File: config.mk
export PLATFORM = sky130hd
export DESIGN_NAME = ram1p_arbiter
export DESIGN_NICKNAME = d
export VERILOG_FILES = /design/src/rtl/ram1p_arbiter.sv
export SDC_FILE = /design/constraint.sdc
export NUM_CORES = 1
export LEC_CHECK = 0
export BUFFER_PORTS_ARGS = -buffer_cell sky130_fd_sc_hd__buf_2
export CAP_MARGIN = 20
export CORE_AREA = 2 2 99 101
export DETAILED_ROUTE_END_ITERATION = 16
export DIE_AREA = 0 0 101 103
export SYNTH_ARGS = -nofsm -noshare
export SYNTH_HDL_FRONTEND = slang
export SYNTH_SLANG_ARGS = --single-unit
File: constraint.sdc
create_clock -name clk_i -period 2.1 [get_ports clk_i]
set_clock_uncertainty 0.15 [all_clocks]
set_input_delay 0.42 -clock clk_i [delete_from_list [all_inputs] [get_ports clk_i]]
set_output_delay 0.42 -clock clk_i [all_outputs]
set_load 0.01 [all_outputs]
File: src/rtl/ram1p_arbiter.sv
// ----------------------------------------------------------------------------
// ram1p_arbiter
//
// Two-host arbiter in front of a single-port RAM. Each cycle at most one host
// is granted; the granted host's command is forwarded to the RAM in the same
// cycle, and a response (rvalid plus read data for reads) comes back to that
// host exactly one cycle later. When both hosts request in the same cycle,
// a one-bit priority pointer picks the winner. The pointer then moves to the
// loser, so sustained contention alternates between the hosts.
//
// Optional feature (macro RAM1P_ARBITER_END_MON_EN):
//   When defined, a monitor watches granted writes. A write whose byte
//   address (MemBase + word_addr*4) equals EndAddr produces a one-cycle
//   end_valid_o pulse in the following cycle. The same write sets the sticky
//   end_seen_o flag, which stays set until reset. When undefined, both
//   outputs are tied low and no monitor logic is built.
//
// Parameters:
//   AW       word-address width
//   DW       data width (byte mask width is DW/8)
//   MemBase  byte base address of the RAM
//   EndAddr  byte address whose write signals end of simulation
//
// Ports:
//   clk_i, rst_i          clock, synchronous active-high reset
//   hN_req_i              host N access request (held until granted)
//   hN_gnt_o              host N grant (combinational)
//   hN_we_i               host N write enable
//   hN_addr_i             host N word address
//   hN_wdata_i            host N write data
//   hN_wmask_i            host N byte mask
//   hN_rvalid_o           host N response valid, one cycle after grant
//   hN_rdata_o            host N read data (zero unless a read response)
//   ram_req_o             RAM access strobe
//   ram_we_o              RAM write enable
//   ram_addr_o            RAM word address
//   ram_wdata_o           RAM write data
//   ram_wmask_o           RAM byte mask
//   ram_rdata_i           RAM read data, valid one cycle after ram_req_o
//   end_valid_o           end-address write pulse
//   end_seen_o            sticky end-address flag
// ----------------------------------------------------------------------------
module ram1p_arbiter #(
    parameter int          AW      = 14,
    parameter int          DW      = 32,
    parameter logic [31:0] MemBase = 32'h1000_0000,
    parameter logic [31:0] EndAddr = 32'h1000_0000
) (
    input  logic              clk_i,
    input  logic              rst_i,

    // Host 0
    input  logic              h0_req_i,
    output logic              h0_gnt_o,
    input  logic              h0_we_i,
    input  logic [AW-1:0]     h0_addr_i,
    input  logic [DW-1:0]     h0_wdata_i,
    input  logic [DW/8-1:0]   h0_wmask_i,
    output logic              h0_rvalid_o,
    output logic [DW-1:0]     h0_rdata_o,

    // Host 1
    input  logic              h1_req_i,
    output logic              h1_gnt_o,
    input  logic              h1_we_i,
    input  logic [AW-1:0]     h1_addr_i,
    input  logic [DW-1:0]     h1_wdata_i,
    input  logic [DW/8-1:0]   h1_wmask_i,
    output logic              h1_rvalid_o,
    output logic [DW-1:0]     h1_rdata_o,

    // RAM side
    output logic              ram_req_o,
    output logic              ram_we_o,
    output logic [AW-1:0]     ram_addr_o,
    output logic [DW-1:0]     ram_wdata_o,
    output logic [DW/8-1:0]   ram_wmask_o,
    input  logic [DW-1:0]     ram_rdata_i,

    // End-of-simulation monitor
    output logic              end_valid_o,
    output logic              end_seen_o
);

    localparam int MW = DW / 8;

    // ------------------------------------------------------------------------
    // Host-side signals gathered into arrays so the per-host logic can be
    // written once in generate loops.
    // ------------------------------------------------------------------------
    logic [1:0]          req;
    logic [1:0]          we_in;
    logic [AW-1:0]       addr_in  [2];
    logic [DW-1:0]       wdata_in [2];
    logic [MW-1:0]       wmask_in [2];
    logic [1:0]          gnt;
    logic [1:0]          rvalid;
    logic [DW-1:0]       rdata    [2];

    assign req         = {h1_req_i, h0_req_i};
    assign we_in       = {h1_we_i,  h0_we_i};
    assign addr_in[0]  = h0_addr_i;
    assign addr_in[1]  = h1_addr_i;
    assign wdata_in[0] = h0_wdata_i;
    assign wdata_in[1] = h1_wdata_i;
    assign wmask_in[0] = h0_wmask_i;
    assign wmask_in[1] = h1_wmask_i;

    assign h0_gnt_o    = gnt[0];
    assign h1_gnt_o    = gnt[1];
    assign h0_rvalid_o = rvalid[0];
    assign h1_rvalid_o = rvalid[1];
    assign h0_rdata_o  = rdata[0];
    assign h1_rdata_o  = rdata[1];

    // ------------------------------------------------------------------------
    // Arbitration
    // ptr_q names the host that wins the next contended cycle.
    // ------------------------------------------------------------------------
    logic ptr_q;
    logic ptr_d;
    logic gnt_any;
    logic gnt_id;

    always_comb begin
        gnt   = 2'b00;
        ptr_d = ptr_q;
        // Grants are suppressed while reset is held so nothing reaches the
        // RAM and no response is launched during reset.
        if (!rst_i) begin
            unique case (req)
                2'b01:   gnt = 2'b01;
                2'b10:   gnt = 2'b10;
                2'b11: begin
                    gnt   = ptr_q ? 2'b10 : 2'b01;
                    // Hand priority to the host that just lost.
                    ptr_d = ~ptr_q;
                end
                default: gnt = 2'b00;
            endcase
        end
    end

    assign gnt_any = gnt[0] | gnt[1];
    assign gnt_id  = gnt[1];

    always_ff @(posedge clk_i) begin
        if (rst_i) begin
            ptr_q <= 1'b0;
        end else begin
            ptr_q <= ptr_d;
        end
    end

    // ------------------------------------------------------------------------
    // RAM command mux: the granted host drives the RAM; all-zero when idle.
    // ------------------------------------------------------------------------
    always_comb begin
        ram_req_o   = gnt_any;
        ram_we_o    = 1'b0;
        ram_addr_o  = '0;
        ram_wdata_o = '0;
        ram_wmask_o = '0;
        if (gnt_any) begin
            ram_we_o    = we_in[gnt_id];
            ram_addr_o  = addr_in[gnt_id];
            ram_wdata_o = wdata_in[gnt_id];
            ram_wmask_o = wmask_in[gnt_id];
        end
    end

    // ------------------------------------------------------------------------
    // Response pipeline: one stage deep, never stalls. The stage records who
    // was granted and whether it was a write, so the response is steered back
    // to the right host and read data is only exposed for reads.
    // ------------------------------------------------------------------------
    logic rsp_valid_q;
    logic rsp_valid_d;
    logic rsp_id_q;
    logic rsp_id_d;
    logic rsp_we_q;
    logic rsp_we_d;

    always_comb begin
        rsp_valid_d = gnt_any;
        rsp_id_d    = gnt_id;
        rsp_we_d    = ram_we_o;
    end

    always_ff @(posedge clk_i) begin
        if (rst_i) begin
            rsp_valid_q <= 1'b0;
            rsp_id_q    <= 1'b0;
            rsp_we_q    <= 1'b0;
        end else begin
            rsp_valid_q <= rsp_valid_d;
            rsp_id_q    <= rsp_id_d;
            rsp_we_q    <= rsp_we_d;
        end
    end

    // A response that was in flight when reset rises would otherwise show up
    // during the reset cycle; gating with rst_i drops it.
    genvar gi;
    generate
        for (gi = 0; gi < 2; gi++) begin : g_rsp
            assign rvalid[gi] = rsp_valid_q && (rsp_id_q == 1'(gi)) && !rst_i;
            assign rdata[gi]  = (rvalid[gi] && !rsp_we_q) ? ram_rdata_i : '0;
        end
    endgenerate

    // ------------------------------------------------------------------------
    // End-address monitor
    // ------------------------------------------------------------------------
`ifdef RAM1P_ARBITER_END_MON_EN
    logic [31:0] byte_addr;
    logic        end_hit;
    logic        end_valid_q;
    logic        end_valid_d;
    logic        end_seen_q;
    logic        end_seen_d;

    // Byte address of the current RAM command, 32-bit wrap-around.
    assign byte_addr = MemBase + 32'({ram_addr_o, 2'b00});
    assign end_hit   = ram_req_o && ram_we_o && (byte_addr == EndAddr);

    always_comb begin
        end_valid_d = end_hit;
        end_seen_d  = end_seen_q | end_hit;
    end

    always_ff @(posedge clk_i) begin
        if (rst_i) begin
            end_valid_q <= 1'b0;
            end_seen_q  <= 1'b0;
        end else begin
            end_valid_q <= end_valid_d;
            end_seen_q  <= end_seen_d;
        end
    end

    assign end_valid_o = end_valid_q && !rst_i;
    assign end_seen_o  = end_seen_q;
`else
    assign end_valid_o = 1'b0;
    assign end_seen_o  = 1'b0;
`endif

endmodule

==> impl_metrics.json, run 1 <==
{
  "outcome": "finished clean",
  "grt_util_all_layers_pct": 12.2,
  "dpl.hpwl_um": 6270,
  "cts_buffers": 3,
  "die_h_um": 103,
  "layout_commonest_cell": "buf_2",
  "vias": 2730,
  "io_buffers": 257,
  "antenna_found_initial": 0,
  "core.rowCount": 36,
  "synthCells": 228,
  "r2r_start": "ptr_q",
  "core_mm2": 0.00946,
  "gp_congestion": 0.727,
  "place_area_mm2": 0.00282,
  "first_pass_iters": 4,
  "nNetsFinal": 603,
  "clock_latency_ps": 220,
  "dp.cells": 574,
  "critPathArrivalTime_ps": 1430,
  "cts_root_buffer": "clkbuf_8",
  "layout_common_cells": "257 x buf_2, 64 x and3_1, 58 x nor2_1, 51 x a32oi_1, 8 x buf_4",
  "io_pins": 260,
  "drv_slew": 0,
  "drc": 0,
  "fin_crit_sh_pct": 95.0,
  "syn_to_final_growth_pct": 87.2,
  "hp-class": "in -> reg",
  "hp-start": "rst_i",
  "finish.instance_area_mm2": 0.00287,
  "grtUsageMet2_pct": 24.2,
  "yosys_most_used_dff": "dfxtp_1",
  "drive_above_1_share_pct": 60.0,
  "grt_use_met1_pct": 13.6,
  "cp.required_ps": 1530,
  "syn_area_per_cell_um2": 6.71,
  "finalSetupViolations": 0,
  "path_cells": "nand2b_2 -> buf_8 -> a32oi_1 -> nor2_1 -> buf_2",
  "cts_tree": "done",
  "grtUsageMet3_pct": 2.10,
  "power_density_mw_per_mm2": 280,
  "stdcell_count": 577,
  "drt_iter0_drc": 73,
  "period_minus_slack_ps": 2000,
  "gr-max-usage-layer": "met2",
  "drv_cap": 0,
  "first_global_vias": 2170,
  "max_stage_delay_ps": 390,
  "via_per_inst": 4.73,
  "n_antenna_cell": 0,
  "seq_area_frac_synth_pct": 5.23,
  "clkSlewWorstSetupHoldPaths_ps": 30,
  "async_reset_ff_share_pct": 0,
  "leakage_nw": 1.92,
  "cp_max_fo": 25,
  "ant_nets": 0,
  "end_kind": "output pin",
  "htreeDepth": 1,
  "crit_start": "ptr_q",
  "synth_area_mm2": 0.00153,
  "synth-edff-count": 0,
  "critPathKind": "reg -> out",
  "grt_pass1_wl_um": 10300,
  "cts_sinks": 4,
  "crit_slowest_cell": "dfxtp_1",
  "synth-seq-cells": 4,
  "wl_um": 7730,
  "total_power_w": 0.000801,
  "hold_buffers": 0,
  "cts_max_path_buffers": 2,
  "grt_max_degree": 65,
  "post_cts_buffers": 0,
  "start_util_pct": 16.2,
  "ir_drop_mv": 0.0975,
  "worst_setup_path_start_kind": "flip-flop",
  "hold_viol": 0,
  "dieArea_mm2": 0.0104,
  "rsz0062_at_grt": "false",
  "final.setup.tns_ps": 0,
  "yosys_warnings": 0,
  "wire_per_inst_um": 13.4,
  "timing.fmax_mhz": 501,
  "synth.distinct_cells": 19,
  "fillers": 1047,
  "overflow": 0,
  "die_w_um": 101
}
cell usage after synthesis (2+ instances only):
master,instances,share of area [%]
and3_1,64,26
nor2_1,58,14
a32oi_1,51,29
buf_2,17,5.6
buf_6,7,5.2
buf_4,6,2.9
buf_8,5,4.9
clkbuf_1,4,0.98
dfxtp_1,4,5.2
and2_1,2,0.82
nand2_1,2,0.49
where the power goes:
group | switching (W) | leakage [nW] | internal, W
Combinational | 0.000292 | 1.86 | 0.000261
Clock | 0.0000397 | 0.0216 | 0.000122
Sequential | 0.00000385 | 0.0332 | 0.0000818
Total | 0.000336 | 1.92 | 0.000465
sequential cells by signal, indices dropped and copies added (netlist names):
register / flops
ptr_q: 1
rsp_id_q: 1
rsp_we_q: 1
rsp_valid_q: 1
per-stage QoR:
step                      setup WS (ps)  utilization [%]  hold slack (ps)
after floorplan                     354                -              397
after global placement              185             29.8              433
after detailed placement            147             29.8              433
after CTS                          18.1             30.2              316
after global routing               7.36             30.3              332
final                               105             30.3              317
metal layers:
| layer | vias to the layer above | part of all wire, % | wire [µm] |
|---|---|---|---|
| met3 | 4 | 9.2 | 709 |
| met5 | - | 0 | 0 |
| met1 | 1226 | 38 | 2940 |
| li1 | 1330 | - | - |
| met4 | 0 | 0.78 | 60 |
| met2 | 170 | 52 | 4030 |
critical path: cells and delay by family, from the launching register on:
kind                   cells  cell delay (ps)
AO/OA/AOI/OAI              1              130
buffers and inverters      2              340
flip-flops                 1              390
AND/OR/NAND/NOR            2              330
final cells by class:
| type | instances | area (µm²) | area share, % |
|---|---|---|---|
| timing repair buffer | 270 | 1440 | 50.3 |
| multi-input combinational | 186 | 1160 | 40.5 |
| tap | 114 | 143 | 4.98 |
| sequential | 4 | 80.1 | 2.79 |
| clock buffer | 3 | 41.3 | 1.44 |
worst paths after layout:
kind                         end  slack [ps]  cells past startpoint
setup / recovery  ram_wdata_o[6]         100                      5
hold / removal          rsp_id_q         320                      2
hold reg to reg            ptr_q         440                      2
setup reg to reg        rsp_we_q         780                      4
what timing repair did:
item	in CTS	in global routing
endpoints found under the hold margin	0	0
resized for setup	0	2
setup endpoints to repair	0	25
cell families (layout without fill, tap and decap cells):
group | count (synthesis) | in the layout | synth area share, %
flops | 4 | 4 | 5.23
compound gates | 52 | 52 | 30.4
other cells | 1 | 2 | 0.245
xor+xnor | 1 | 1 | 0.572
buf+inv | 39 | 273 | 19.5
simple gates | 131 | 131 | 44.0
No activity file was read; power rests on OpenSTA's default activity.
==> run 2, diff against run 1 <==
CORE_AREA = 2 2 100 102   (was 2 2 99 101)
DIE_AREA = 0 0 102 104   (was 0 0 101 103)
clock period = 1.85 ns   (was 2.1 ns; I/O delays follow)
==> run 2 against run 1 <==
  * Sequential cell count is the same
  * Critical path type unchanged
  * Worst hold slack better by 3.0 ps
  * Routed wire length increased by 12%
  * The run now ends with setup timing left
  * Clock power grew 14%
  * Highest routed layer unchanged
==> impl_metrics.json, run 2 (synthesized netlist as in run 1, its figures left out) <==
{
  "first_global_vias": 2444,
  "grt_pass1_wl_um": 11500,
  "vias": 2800,
  "period_minus_slack_ps": 1900,
  "cts_root_buffer": "clkbuf_8",
  "pre_cts_ws_ps": 19.6,
  "layout_commonest_cell": "buf_2",
  "hold_viol": 0,
  "fin_crit_sh_pct": 103,
  "cts_buffers": 3,
  "io_buffers": 257,
  "dpl.hpwl_um": 6440,
  "pwr-share-seq_pct": 9.8,
  "layout_common_cells": "257 x buf_2, 64 x and3_1, 57 x nor2_1, 44 x a32oi_1, 8 x buf_12",
  "syn_to_final_growth_pct": 106,
  "critPathArrivalTime_ps": 1380,
  "grt_util_all_layers_pct": 13.2,
  "final.setup.tns_ps": -961,
  "final_core_util_pct": 33.0,
  "wire_per_inst_um": 14.4,
  "via_per_inst": 4.64,
  "pwr-share-clk_pct": 18.2,
  "htreeDepth": 1,
  "clock_latency_ps": 220,
  "dp.cells": 592,
  "hp-class": "in -> reg",
  "switching_share_pct": 41.4,
  "end_kind": "output pin",
  "outcome": "complete, but fails checks",
  "n_antenna_cell": 0,
  "cp_max_fo": 6,
  "rsz0062_at_grt": "true",
  "finalSetupViolations": 42,
  "core.rowCount": 36,
  "drt_iter0_drc": 108,
  "drv_cap": 0,
  "timing.fmax_mhz": 526,
  "max_stage_delay_ps": 350,
  "gp_congestion": 0.740,
  "power_density_mw_per_mm2": 321,
  "start_util_pct": 16.0,
  "violations": "setup timing",
  "drc": 0,
  "clkSlewWorstSetupHoldPaths_ps": 30,
  "die_w_um": 102,
  "wl_um": 8680,
  "nNetsFinal": 611,
  "power_switching_w": 0.000418,
  "layout_setup_ws_ps": -49.7,
  "worst_setup_path_start_kind": "flip-flop",
  "die_h_um": 104,
  "ir_drop_mv": 0.105,
  "cts_tree": "done",
  "overflow": 0,
  "ant_nets": 0,
  "first_pass_iters": 4,
  "crit_slowest_cell": "dfxtp_4",
  "cts_sinks": 4,
  "cts_max_path_buffers": 2,
  "dieArea_mm2": 0.0106,
  "grt_max_degree": 65,
  "critPathKind": "reg -> out",
  "core_mm2": 0.00955,
  "drv_slew": 0,
  "io_pins": 260,
  "drive_above_1_share_pct": 62.8,
  "path_cells": "a21boi_4 -> buf_12 -> clkbuf_16 -> a32oi_1 -> nor2_1 -> buf_2",
  "cp.required_ps": 1330,
  "internal-power_w": 0.000592,
  "comb_power_share_pct": 72.0,
  "leakage_nw": 2.02,
  "stdcell_count": 604,
  "antenna_found_initial": 0
}
-- run 2: cell count changes in the layout (fill, tap and decap cells not counted), sizes merged --
cell | previous run | this run
clkbuf | 3 | 6
buf | 270 | 275
-- run 2: path summary, 6_finish.rpt --
| check | start | end | slack, ps | depth (start not counted) |
|---|---|---|---|---|
| max | ptr_q | ram_wdata_o[19] | -50 | 6 |
| min | h0_req_i | rsp_valid_q | 320 | 3 |
| max reg2reg | ptr_q | rsp_we_q | 480 | 5 |
| min reg2reg | ptr_q | ptr_q | 380 | 2 |
-- run 2: repair_timing --
action,CTS,global route
pin swaps,3,6
buffers inserted,1,2
endpoints found under the setup margin,48,87
hold buffers,0,0
gates cloned,1,5
resized for setup,6,13
-- run 2: cell type report --
type / count / area, µm²
multi-input cells: 186 / 1220
clock buffers: 3 / 41.3
repair buffers: 278 / 1630
fillers: 1056 / 6400
flip-flops and latches: 4 / 85.1
well taps: 133 / 166
-- run 2: power by group through the flow --
stage	clock, W	combinational, W	sequential, W
2_1_floorplan	0	0.000358	0.0000975
3_5_place_dp	0	0.000631	0.0000985
3_3_place_gp	0	0.000617	0.0000983
6_report	0.000184	0.000727	0.0000986
5_1_grt	0.000200	0.000794	0.0000993
4_1_cts	0.000191	0.000660	0.0000981
-- run 2: through the flow --
stage                     hold slack, ps  area (µm²)  total power (W)
after global placement               425        2860         0.000715
final                                320        3150          0.00101
after CTS                            278        2960         0.000949
after detailed placement             437        2860         0.000730
after global routing                 343        3150          0.00109
after floorplan                      351        1530         0.000455
-- run 2: worst max-delay path: cells and delay by family (launching register included) --
family / cells / cell delay [ps]
AOI/OAI and AO/OA: 2 / 250
and+or+nand+nor: 1 / 110
buffers and inverters: 3 / 440
DFF: 1 / 350
-- run 2: per-layer routing --
layer	share of wire [%]	global-route usage, %
met4	1.3	3.52
met3	8.4	1.34
met2	53	25.5
met1	38	14.9
met5	0	0
